$ cat src/rtl/fir_channel_scheduler.sv
// fir_channel_scheduler
// Shares one FIR delay filter between NUM_CH ADC sample streams. Each channel's
// latest sample is held in a capture register with a pending flag; the filter is
// granted round-robin, fed through FIR_START/FIR_DIN, and its result is returned
// on DOUT tagged with the channel index on DOUT_CH.
// Optional build macro: FIR_SCHED_STATS_EN adds saturating SAMPLE_CNT/DROP_CNT outputs.
module fir_channel_scheduler #(
    parameter int BITSIZE = 12,
    parameter int NUM_CH  = 4,
    parameter int CH_W    = 2,
    parameter int TIMEOUT = 63
) (
    input  logic                      CLK,
    input  logic                      RST,
    input  logic                      EN,
    input  logic [NUM_CH-1:0]         CH_VALID,
    input  logic [NUM_CH*BITSIZE-1:0] CH_DATA,
    output logic                      FIR_START,
    output logic [BITSIZE-1:0]        FIR_DIN,
    input  logic [BITSIZE-1:0]        FIR_DOUT,
    input  logic                      FIR_VALID,
    output logic [BITSIZE-1:0]        DOUT,
    output logic [CH_W-1:0]           DOUT_CH,
    output logic                      DOUT_VALID,
    output logic [NUM_CH-1:0]         OVERRUN,
    output logic                      TIMEOUT_ERR,
    output logic                      BUSY
`ifdef FIR_SCHED_STATS_EN
    ,
    output logic [15:0]               SAMPLE_CNT,
    output logic [15:0]               DROP_CNT
`endif
);

    localparam int CNT_W = 6;

    typedef enum logic [1:0] {
        S_IDLE  = 2'd0,
        S_ISSUE = 2'd1,
        S_WAIT  = 2'd2,
        S_OUT   = 2'd3
    } state_t;

    state_t             state;
    logic [NUM_CH-1:0]  pending;
    logic [BITSIZE-1:0] cap [NUM_CH];
    logic [CH_W-1:0]    grant;
    logic [CH_W-1:0]    last_grant;
    logic [CH_W-1:0]    sel_ch;
    logic [CH_W:0]      sel_idx;
    logic               sel_found;
    logic               grant_now;
    logic [NUM_CH-1:0]  issue_mask;
    logic [NUM_CH-1:0]  ovr_evt;
    logic               fir_valid_p0;
    logic               fir_rise;
    logic [CNT_W-1:0]   wait_cnt;

    // Round-robin search: first pending channel strictly after last_grant, wrapping.
    always_comb begin
        sel_found = 1'b0;
        sel_ch    = '0;
        sel_idx   = '0;
        for (int k = 1; k <= NUM_CH; k++) begin
            sel_idx = {1'b0, last_grant} + (CH_W+1)'(k);
            if (sel_idx >= (CH_W+1)'(NUM_CH)) begin
                sel_idx = sel_idx - (CH_W+1)'(NUM_CH);
            end
            if (!sel_found && pending[sel_idx[CH_W-1:0]]) begin
                sel_found = 1'b1;
                sel_ch    = sel_idx[CH_W-1:0];
            end
        end
    end

    assign grant_now = (state == S_IDLE) && EN && sel_found;

    // One-hot of the channel being handed to the filter this cycle (empty otherwise).
    always_comb begin
        issue_mask = '0;
        if (grant_now) begin
            issue_mask[sel_ch] = 1'b1;
        end
    end

    // A strobe on a still-pending channel loses the older sample, unless that
    // older sample is leaving for the filter in this very cycle.
    assign ovr_evt  = CH_VALID & pending & ~issue_mask;
    assign fir_rise = FIR_VALID & ~fir_valid_p0;

    // Previous FIR_VALID level, used to detect the filter's rising edge.
    always_ff @(posedge CLK) begin
        if (RST) begin
            fir_valid_p0 <= 1'b0;
        end else begin
            fir_valid_p0 <= FIR_VALID;
        end
    end

    // Per-channel capture registers, pending flags and sticky overrun flags.
    always_ff @(posedge CLK) begin
        if (RST) begin
            pending <= '0;
            OVERRUN <= '0;
            for (int i = 0; i < NUM_CH; i++) begin
                cap[i] <= '0;
            end
        end else begin
            pending <= CH_VALID | (pending & ~issue_mask);
            OVERRUN <= OVERRUN | ovr_evt;
            for (int i = 0; i < NUM_CH; i++) begin
                if (CH_VALID[i]) begin
                    cap[i] <= CH_DATA[i*BITSIZE +: BITSIZE];
                end
            end
        end
    end

    // Scheduler FSM: grant, start pulse, wait for filter result or timeout, deliver.
    always_ff @(posedge CLK) begin
        if (RST) begin
            state       <= S_IDLE;
            grant       <= '0;
            last_grant  <= CH_W'(NUM_CH - 1);
            wait_cnt    <= '0;
            FIR_START   <= 1'b0;
            FIR_DIN     <= '0;
            DOUT        <= '0;
            DOUT_CH     <= '0;
            DOUT_VALID  <= 1'b0;
            TIMEOUT_ERR <= 1'b0;
            BUSY        <= 1'b0;
        end else begin
            FIR_START  <= 1'b0;
            DOUT_VALID <= 1'b0;
            case (state)
                S_IDLE: begin
                    if (grant_now) begin
                        grant     <= sel_ch;
                        FIR_DIN   <= cap[sel_ch];
                        FIR_START <= 1'b1;
                        BUSY      <= 1'b1;
                        state     <= S_ISSUE;
                    end else begin
                        BUSY <= 1'b0;
                    end
                end
                S_ISSUE: begin
                    wait_cnt <= '0;
                    BUSY     <= 1'b1;
                    state    <= S_WAIT;
                end
                S_WAIT: begin
                    if (fir_rise) begin
                        DOUT    <= FIR_DOUT;
                        DOUT_CH <= grant;
                        state   <= S_OUT;
                    end else if (wait_cnt == CNT_W'(TIMEOUT)) begin
                        // Abandon the sample but still move the round-robin pointer on.
                        TIMEOUT_ERR <= 1'b1;
                        last_grant  <= grant;
                        BUSY        <= 1'b0;
                        state       <= S_IDLE;
                    end else begin
                        wait_cnt <= wait_cnt + 1'b1;
                    end
                end
                S_OUT: begin
                    DOUT_VALID <= 1'b1;
                    last_grant <= grant;
                    BUSY       <= 1'b0;
                    state      <= S_IDLE;
                end
                default: begin
                    BUSY  <= 1'b0;
                    state <= S_IDLE;
                end
            endcase
        end
    end

`ifdef FIR_SCHED_STATS_EN
    function automatic logic [15:0] sat_inc16(input logic [15:0] v);
        return (v == 16'hFFFF) ? v : v + 16'd1;
    endfunction

    // Delivered-sample and overrun-event counters, saturating at full scale.
    always_ff @(posedge CLK) begin
        if (RST) begin
            SAMPLE_CNT <= '0;
            DROP_CNT   <= '0;
        end else begin
            if (state == S_OUT) begin
                SAMPLE_CNT <= sat_inc16(SAMPLE_CNT);
            end
            if (|ovr_evt) begin
                DROP_CNT <= sat_inc16(DROP_CNT);
            end
        end
    end
`endif

endmodule
$ cat config.mk
export PLATFORM = sky130hd
export DESIGN_NAME = fir_channel_scheduler
export DESIGN_NICKNAME = d
export VERILOG_FILES = /design/src/rtl/fir_channel_scheduler.sv
export SDC_FILE = /design/constraint.sdc
export NUM_CORES = 1
export LEC_CHECK = 0
export CAP_MARGIN = 0
export CELL_PAD_IN_SITES_DETAIL_PLACEMENT = 1
export CELL_PAD_IN_SITES_GLOBAL_PLACEMENT = 2
export CORE_ASPECT_RATIO = 2
export CORE_UTILIZATION = 33
export DETAILED_ROUTE_END_ITERATION = 6
export PLACE_DENSITY = 0.91
export SLEW_MARGIN = 20
export SYNTH_ARGS = -nofsm -noshare
export SYNTH_HDL_FRONTEND = slang
export SYNTH_SLANG_ARGS = --single-unit
$ cat constraint.sdc
create_clock -name CLK -period 5.2 [get_ports CLK]
set_input_delay 1.04 -clock CLK [delete_from_list [all_inputs] [get_ports CLK]]
set_output_delay 1.04 -clock CLK [all_outputs]
set_load 0.1 [all_outputs]
# Word level (Yosys, flattened, before mapping)
# Memories as Yosys holds them, arrays and structs flattened. A register that Yosys moved wholly into a read port is not among the register bits.
# Cells that the tools add are included.
[classes]
n_bitwise = 14
reduce_logical = 20
n_lt_le_gt_ge = 10
eq_ne = 9
n_addsub = 9
n_mux = 56
[op_table]
columns = ["operator", "count"]
rows = [
  ["$mux 12", 4],
  ["$mux 1", 27],
  ["$mux 2", 13],
  ["$lt 2x3->1 const B", 5],
  ["$and 4x4->4", 3],
  ["$ge 3x3->1 const B", 4],
  ["$mux 6", 2],
  ["$pmux 6 s2", 1],
  ["$reduce_and 3->1", 3],
  ["$bmux 1 s2", 4],
  ["$ne 2x2->1 const B", 4],
  ["$or 4x4->4", 2],
  ["$pmux 2 s4", 1],
  ["$reduce_and 2->1", 4],
  ["$sub 2x1->2 const B", 4],
  ["$add 2x2->3 const B", 2],
  ["$add 6x1->6 const B", 1],
  ["$eq 6x6->1 const B", 1],
  ["$logic_and 1x1->1", 6],
  ["$eq 2x2->1 const B", 2],
  ["$mux 4", 1],
  ["$not 4->4", 1],
  ["$or 1x1->1", 4],
  ["$pmux 1 s4", 1],
  ["other kinds (13)", 18],
]
[word_totals]
ff_bits = 39
n_memories = 1
wordCells = 132
ramBits = 48
out_inout_bits = 34
[memory_table]
columns = ["memory", "words", "word_bits", "rd", "rd_clocked_by_memory_dff", "write_ports", "line", "rtl"]
rows = [
  ["cap", 4, 12, 1, 1, 4, "46", "logic [BITSIZE-1:0] cap [NUM_CH];"],
]

# Logic depth before layout (Yosys ltp)
# Gate-level depths: netlist of the first run.
[depth]
word_depth = 23
ltp_mapped = 6

# Worst setup path after synthesis of the first run
# No wires, ideal clock.
[synth_path]
kind = "input to register"
startpoint = "input RST"
endpoint = "memory cap[1][0], enable pin"
setup_slack_ps = 2983
path_stages = 3
t_arrival_ps = 1896
t_required_ps = 4879
path_cell_list = "clkbuf_1 -> clkbuf_1 -> or2_2"
[synth_lines]
columns = ["item", "line", "rtl"]
rows = [
  ["from (decl)", "14", "input logic RST,"],
  ["to (decl)", "46", ""],
]

# Worst setup path after layout of the first run
[layout_path]
startpoint = "input EN"
endpoint = "register FIR_DIN[9] (read register of cap)"
[layout_via]
elab_chain_cells = 3
[layout_rtl]
columns = ["item", "line", "rtl"]
rows = [
  ["from (decl)", "15", "input logic EN,"],
  ["$logic_and 1x1->1 (2 in series)", "76", "assign grant_now = (state == S_IDLE) && EN && sel_found;"],
  ["$reduce_and 2->1 (no line)", "n/a", ""],
  ["to (decl)", "19", "output logic [BITSIZE-1:0] FIR_DIN,"],
]
# Every way passes these cells.
# A chain may end at the register's enable or synchronous reset.

==> results of run 1 <==
-- cell usage after synthesis (2+ instances only) --
cell type,count,area [sq um]
dfxtp_1,51,1020
and2_1,49,307
edfxtp_1,48,1440
nand2_1,34,128
nor2_1,31,116
and3_1,26,163
a211oi_1,25,188
a21oi_1,25,125
inv_1,15,56.3
clkbuf_1,14,52.6
nor4_1,9,56.3
nand2b_1,5,31.3
buf_4,4,30.0
nor2b_1,4,25.0
o21ai_1,4,20.0
o22ai_1,4,25.0
or2_2,4,25.0
nand3_1,3,15.0
nor4_2,3,37.5
xnor2_1,3,26.3
a211o_1,2,17.5
a211oi_2,2,25.0
a31oi_1,2,12.5
buf_2,2,10.0
nand2_2,2,12.5
nand2b_2,2,17.5
-- final cells by class --
class / instances / area share
sequential: 99 / 0.443
clock buffer: 15 / 0.0520
tap: 147 / 0.0331
multi-input combinational: 255 / 0.278
clock inverter: 1 / 0.000901
inverter: 15 / 0.0101
timing repair buffer: 102 / 0.182
-- flip-flops by register name (all words and copies together), names as in the netlist --
name	flops
fir_valid_p0	1
FIR_START	1
state	2
pending	4
grant	2
TIMEOUT_ERR	1
cap	48
last_grant	2
wait_cnt	6
BUSY	1
DOUT_VALID	1
FIR_DIN	12
DOUT	12
OVERRUN	4
DOUT_CH	2
-- worst max-delay path: cells and delay by family --
| family | cells | cell delay (ns) |
|---|---|---|
| buffers and inverters | 1 | 0.51 |
| AO/OA/AOI/OAI | 2 | 0.67 |
| AND/OR/NAND/NOR | 3 | 1.00 |
-- per-stage QoR --
| step | instances | worst slack [ns] | power, mW |
|---|---|---|---|
| 2_1_floorplan | 390 | 2.98 | 1.22 |
| 3_3_place_gp | 618 | 1.99 | 1.35 |
| 3_5_place_dp | 618 | 1.86 | 1.36 |
| 4_1_cts | 634 | 2.22 | 2.01 |
| 5_1_grt | 634 | 2.09 | 2.07 |
| 6_report | 634 | 2.18 | 1.99 |
-- cell families (layout without fill, tap and decap cells) --
group                    Yosys count  in the layout  share of synthesized area
multiplexers                       1              1                    0.00241
buffers and inverters             36            133                     0.0370
XOR/XNOR                           4              4                    0.00843
flip-flops                        99             99                      0.592
adder cells (fa/ha/maj)            1              1                    0.00301
AO/OA/AOI/OAI                     74             74                      0.125
AND/OR/NAND/NOR                  175            175                      0.232
-- worst max path at each step --
| stage | startpoint | end | slack, ns | depth (start not counted) |
|---|---|---|---|---|
| CTS | EN | FIR_DIN[9] | 2.22 | 6 |
| finish | EN | FIR_DIN[9] | 2.18 | 6 |
| floorplan | RST | cap[1][0] | 2.98 | 3 |
| global placement | EN | FIR_DIN[11] | 1.99 | 6 |
| global route | EN | FIR_DIN[9] | 2.09 | 6 |
| detailed placement | EN | FIR_DIN[9] | 1.86 | 6 |
-- power by group --
part | total, mW | switching [mW] | internal, mW | leakage, nW
Combinational | 0.423 | 0.287 | 0.136 | 0.980
Sequential | 0.918 | 0.0373 | 0.880 | 0.933
Clock | 0.654 | 0.274 | 0.380 | 0.145
Total | 1.99 | 0.598 | 1.40 | 2.06
-- placed cells by master (no fill, tap or decap), types with 10 or more instances in the layout --
cell type	netlist	routed
dfxtp_1	51	51
clkdlybuf4s50_1	0	100
inv_1	15	15
and2_1	49	49
and3_1	26	26
a211oi_1	25	25
nand2_1	34	34
a21oi_1	25	25
clkbuf_16	0	10
nor2_1	31	30
edfxtp_1	48	48
-- layer usage --
metal / global-route usage / up-vias / routed length, microns / share of wire
met5: 0 / - / 0 / 0
met4: 0.0812 / 0 / 344 / 0.031
met3: 0.0494 / 21 / 554 / 0.049
met2: 0.333 / 85 / 6400 / 0.57
met1: 0.178 / 1513 / 3890 / 0.35
li1: - / 1548 / - / -
==> results.md, run 1 <==
* Setup violators final at 0
* GRT Overall Usage at 0.181
* Die Wd at 81.4 microns
* Hold Crit Endpoint: DOUT[9]
* Pleak at 2.06 nW
* Synth warn at 0
* Mean Syn Cell Area at 10.7 sq um
* Multi-input logic area at 1540 sq um
* PortBufs at 101
* Async set or reset register ratio after synthesis at 0
* Setup tns final at 0 ns
* Startpoint types: input pin
* Pin count of the biggest net entering global routing at 47
* Worst skew pair latency at 0.34 ns
* Register bit total from synthesis at 99
* Fillers at 1331
* Storage element area at 2460 sq um
* Starting Density at 0.341
* Final HPWL DP at 8370 microns
* GR Overflow Total at 0
* Fin. max-slew vios at 0
* DRT Pass-1 Iters at 4
* Fin Hold WS at 0.459 ns
* CTS Buf Count at 9
* Row count at 57
* CTS tree: done
* Vias at 3167
* Finished Cell Area at 5550 sq um
* FF-to-FF path depth at 5
* Final clock period utilization by the worst path at 0.581
* Placement Cell Area at 5260 sq um
* R2r setup slk at 2.32 ns
* # Max-Cap Violations at 0
* Critical Path Max Stage Delay at 0.56 ns
* Crit path arrival time at 3.23 ns
* Worst-path clk slew at 0.07 ns
* Crit end category: flop
* Post_cts resized at 0
* RSZ-0062 raised after global routing: no
* # diodes at 0
* Share of cells above drive strength 1 at 0.0678
* Setup bufs post-CTS at 0
* Num ports at 102
* Crit-path cells: clkdlybuf4s50_1, o41ai_4, nor3_4, nand2_2, a211oi_1, nor4_1
* CP max FO at 16
* DRT iter0 DRCs at 187
* Global-route wire length before repair at 17200 microns
* Antenna violations before repair at 0
* Wirelength per Cell at 17.7 microns
* Total core area at 12200 sq um
* Max_slew headroom at 0.322
* H-tree levels at 3
* Hold Buf Count CTS at 0
* Fin crit period at 3.02 ns
* Sink Count at 99
* Antenna Violating Nets Remaining at 0
* Post-Syn Nets at 459
* Post-synth EDFFs at 48
* P&R area growth vs syn at 33.6%
* Clk_skew at 0.00493 ns
* Cell Area, Synth at 4160 sq um
* Clk buf depth at 2
* Power Density at 359 nW/um^2
* Worst Tran Pin Value at 1.01 ns
* Average vias per placed instance at 5.00
* Start point of the worst hold path: DOUT[9]
* Kind of critical path: in2reg
* CP required at 5.41 ns
* Run status: complete, no violations
* Critical R2R Capture: FIR_DIN[9]
* Peak supply drop at 0.206 mV
* Full die area at 13100 sq um
* Clock Root Buffer: clkbuf_16
* Fmax at 331 MHz
* Seq/Total Area, Yosys at 0.592
* RR Startpoint: last_grant[1]
* Hold path cells at 2
* Fin util at 0.455
* Syn Inst Count at 390
* Routed wire length at 11200 microns
* Die height at 161 microns
* Nets at 551
* Critical path's slowest cell: a211oi_1
* Gpl congestion at 0.749
* Hold crit path type: reg2reg
* Vias in the first global route at 3429
* Number of remaining DRC errors at 0
* Fin. Hold Viols at 0
* Post-synth cell types at 43
* Dominant synthesized flop cell: dfxtp_1
Power figures use the tool's default switching activity.
==> inputs of run 2 (changes only) <==
--- a/config.mk
+++ b/config.mk
@@ -9,9 +9,9 @@
 export CELL_PAD_IN_SITES_DETAIL_PLACEMENT = 1
 export CELL_PAD_IN_SITES_GLOBAL_PLACEMENT = 2
 export CORE_ASPECT_RATIO = 2
-export CORE_UTILIZATION = 33
+export CORE_UTILIZATION = 28
 export DETAILED_ROUTE_END_ITERATION = 6
-export PLACE_DENSITY = 0.91
+export PLACE_DENSITY = 0.83
 export SLEW_MARGIN = 20
 export SYNTH_ARGS = -nofsm -noshare
 export SYNTH_HDL_FRONTEND = slang
==> constraint.sdc (replaced) <==
create_clock -name CLK -period 2.5 [get_ports CLK]
set_input_delay 0.5 -clock CLK [delete_from_list [all_inputs] [get_ports CLK]]
set_output_delay 0.5 -clock CLK [all_outputs]
set_load 0.1 [all_outputs]
==> results.md, run 2 (same netlist as run 1, synthesis figures left out) <==
* Run status: complete, no violations (unchanged)
* Worst Tran Pin Value at 0.685 ns (was 1.01 ns)
* Die height at 174 microns (was 161 microns)
* Worst Setup SP: pending[1] (was EN)
* Average vias per placed instance at 4.70 (was 5.00)
* Clk buf depth at 2 (unchanged)
* Wirelength per Cell at 17.6 microns (was 17.7 microns)
* Biggest register: cap (unchanged)
* Critical path's slowest cell: dfxtp_1 (was a211oi_1)
* RSZ-0062 raised after global routing: no (unchanged)
* Sink Count at 99 (unchanged)
* Critical Path Max Stage Delay at 0.45 ns (was 0.56 ns)
* Psw at 1.30 mW (was 0.598 mW)
* Crit path arrival time at 2.29 ns (was 3.23 ns)
* # Max-Cap Violations at 0 (unchanged)
* Share of cells above drive strength 1 at 0.150 (was 0.0678)
* Antenna Violating Nets Remaining at 0 (unchanged)
* Antenna violations before repair at 0 (unchanged)
* Worst setup endpoint: FIR_DIN[8] (was FIR_DIN[9])
* Nets at 557 (was 551)
* Biggest regs: cap: 48 flops, DOUT: 12 flops, FIR_DIN: 12 flops (unchanged)
* Startpoint types: flop (was input pin)
* Crit path max-delay family: simple AND/OR/NAND/NOR gates (unchanged)
* Die Wd at 88.2 microns (was 81.4 microns)
* Critical R2R Capture: FIR_DIN[8] (was FIR_DIN[9])
* Crit-path cells: nor2b_1, o21bai_2, buf_4, nand2_2, a211oi_1, nor4_1 (was clkdlybuf4s50_1, o41ai_4, nor3_4, nand2_2, a211oi_1, nor4_1)
* Starting Density at 0.288 (was 0.341)
* Setup violators final at 0 (unchanged)
* Vias at 3219 (was 3167)
* DRT iter0 DRCs at 159 (was 187)
* Fin. max-slew vios at 0 (unchanged)
* Fmax at 489 MHz
* Final HPWL DP at 9270 microns (was 8370 microns)
* Gpl congestion at 0.789 (was 0.749)
* Most frequent cells in the layout: 66 x clkdlybuf4s50_1, 51 x dfxtp_1, 49 x and2_1 (was 100 x clkdlybuf4s50_1, 51 x dfxtp_1, 49 x and2_1)
* PortBufs at 101 (unchanged)
* Pin count of the biggest net entering global routing at 32 (was 47)
* Crit end category: flop (unchanged)
* Max reg flops at 48 (unchanged)
* Hold Buf Count CTS at 0 (unchanged)
* Fin util at 0.388 (was 0.455)
* FF-to-FF path depth at 6 (was 5)
* Total core area at 14400 sq um (was 12200 sq um)
* Vias in the first global route at 3620 (was 3429)
* DRT Pass-1 Iters at 4 (unchanged)
* Full die area at 15400 sq um (was 13100 sq um)
* Flop pwr share at 0.447 (was 0.460)
* Pleak at 2.15 nW (was 2.06 nW)
* CP Buf/Inv Count at 1 (unchanged)
* Clk_skew at 0.0102 ns (was 0.00493 ns)
* RR Startpoint: pending[1] (was last_grant[1])
* Most common cell after layout, fill and taps aside: clkdlybuf4s50_1 (unchanged)
* Setup tns final at 0 ns (unchanged)
* Clock Root Buffer: clkbuf_16 (unchanged)
* GR Overflow Total at 0 (unchanged)
* CP required at 2.74 ns (was 5.41 ns)
* Part of the power in the clock network at 0.348 (was 0.328)
* P&R area growth vs syn at 34.5% (was 33.6%)
* Hold path cells at 2 (unchanged)
* Routed wire length at 12100 microns (was 11200 microns)
* Fin. Hold Viols at 0 (unchanged)
* GRT Overall Usage at 0.166 (was 0.181)
* Sw Ratio at 0.302 (was 0.300)
* Comb pwr share at 0.205 (was 0.212)
* Global-route wire length before repair at 18600 microns (was 17200 microns)
* Kind of critical path: reg2reg (was in2reg)
* Int Power at 2.99 mW (was 1.40 mW)
* Setup bufs post-CTS at 0 (unchanged)
* CTS tree: done (unchanged)
* Worst-path clk slew at 0.07 ns (about the same)
* Fillers at 1644 (was 1331)
* Power Density at 766 nW/um^2 (was 359 nW/um^2)
* # diodes at 0 (unchanged)
* WP depth at 6 (unchanged)
* Final clock period utilization by the worst path at 0.818
* Fin crit period at 2.04 ns
* Row count at 62 (was 57)
* H-tree levels at 3 (unchanged)
* Peak supply drop at 0.473 mV (was 0.206 mV)
* R2r setup slk at 0.46 ns (was 2.32 ns)
* Worst skew pair latency at 0.35 ns (was 0.34 ns)
* Number of remaining DRC errors at 0 (unchanged)
* Post_cts resized at 0 (unchanged)
* CTS Buf Count at 9 (unchanged)
* CP max FO at 26 (was 16)
* Max_slew headroom at 0.541 (was 0.322)
* Num ports at 102 (unchanged)
* Hold crit path type: reg2reg (unchanged)
## run 2: how the worst min path moves through the flow
| stage | slack, ns | end | from |
|---|---|---|---|
| global route | 0.49 | DOUT[8] | DOUT[8] |
| global placement | 0.45 | DOUT[8] | DOUT[8] |
| detailed placement | 0.45 | DOUT[5] | DOUT[5] |
| floorplan | 0.45 | DOUT_CH[1] | grant[1] |
| finish | 0.46 | DOUT[4] | DOUT[4] |
| CTS | 0.46 | DOUT[8] | DOUT[8] |
## run 2: metrics by stage
stage               setup WS, ns  hold slack, ns  area, sq um  cells  power [mW]
finish                     0.455           0.462         5590    685        4.28
global route               0.229           0.487         5590    685        4.44
CTS                        0.422           0.464         5590    685        4.32
detailed placement         0.318           0.454         5270    669        2.84
global placement           0.338           0.446         5270    669        2.82
floorplan                  0.823           0.445         4160    390        2.53
## run 2: area by class of cell
class / count / area, sq um / share of cell area
clock buffers: 10 / 229 / 0.0409
clock inverters: 6 / 90.1 / 0.0161
inverters: 15 / 56.3 / 0.0101
multi-input cells: 255 / 1540 / 0.276
flip-flops and latches: 99 / 2460 / 0.440
well taps: 192 / 240 / 0.0430
repair buffers: 108 / 973 / 0.174
## run 2: tightest hold or removal path, stage by stage (launching register included)
cell and delay (ns):
dfxtp_1 0.31, nand2_1 0.05, a21oi_1 0.05
## run 2: power groups by stage
stage | Combinational, mW | Clock [mW] | Sequential [mW]
floorplan | 0.291 | 0 | 2.24
global placement | 0.868 | 0 | 1.95
detailed placement | 0.885 | 0 | 1.95
CTS | 0.889 | 1.51 | 1.92
global route | 0.937 | 1.57 | 1.93
finish | 0.880 | 1.49 | 1.91
## run 2: per-layer routing
metal	global-route usage	vias up	wire, microns	part of all wire
met5	0	-	0	0
met4	0.0679	0	294	0.024
met3	0.0370	18	444	0.037
met2	0.337	77	7350	0.61
met1	0.146	1557	3980	0.33
li1	-	1567	-	-
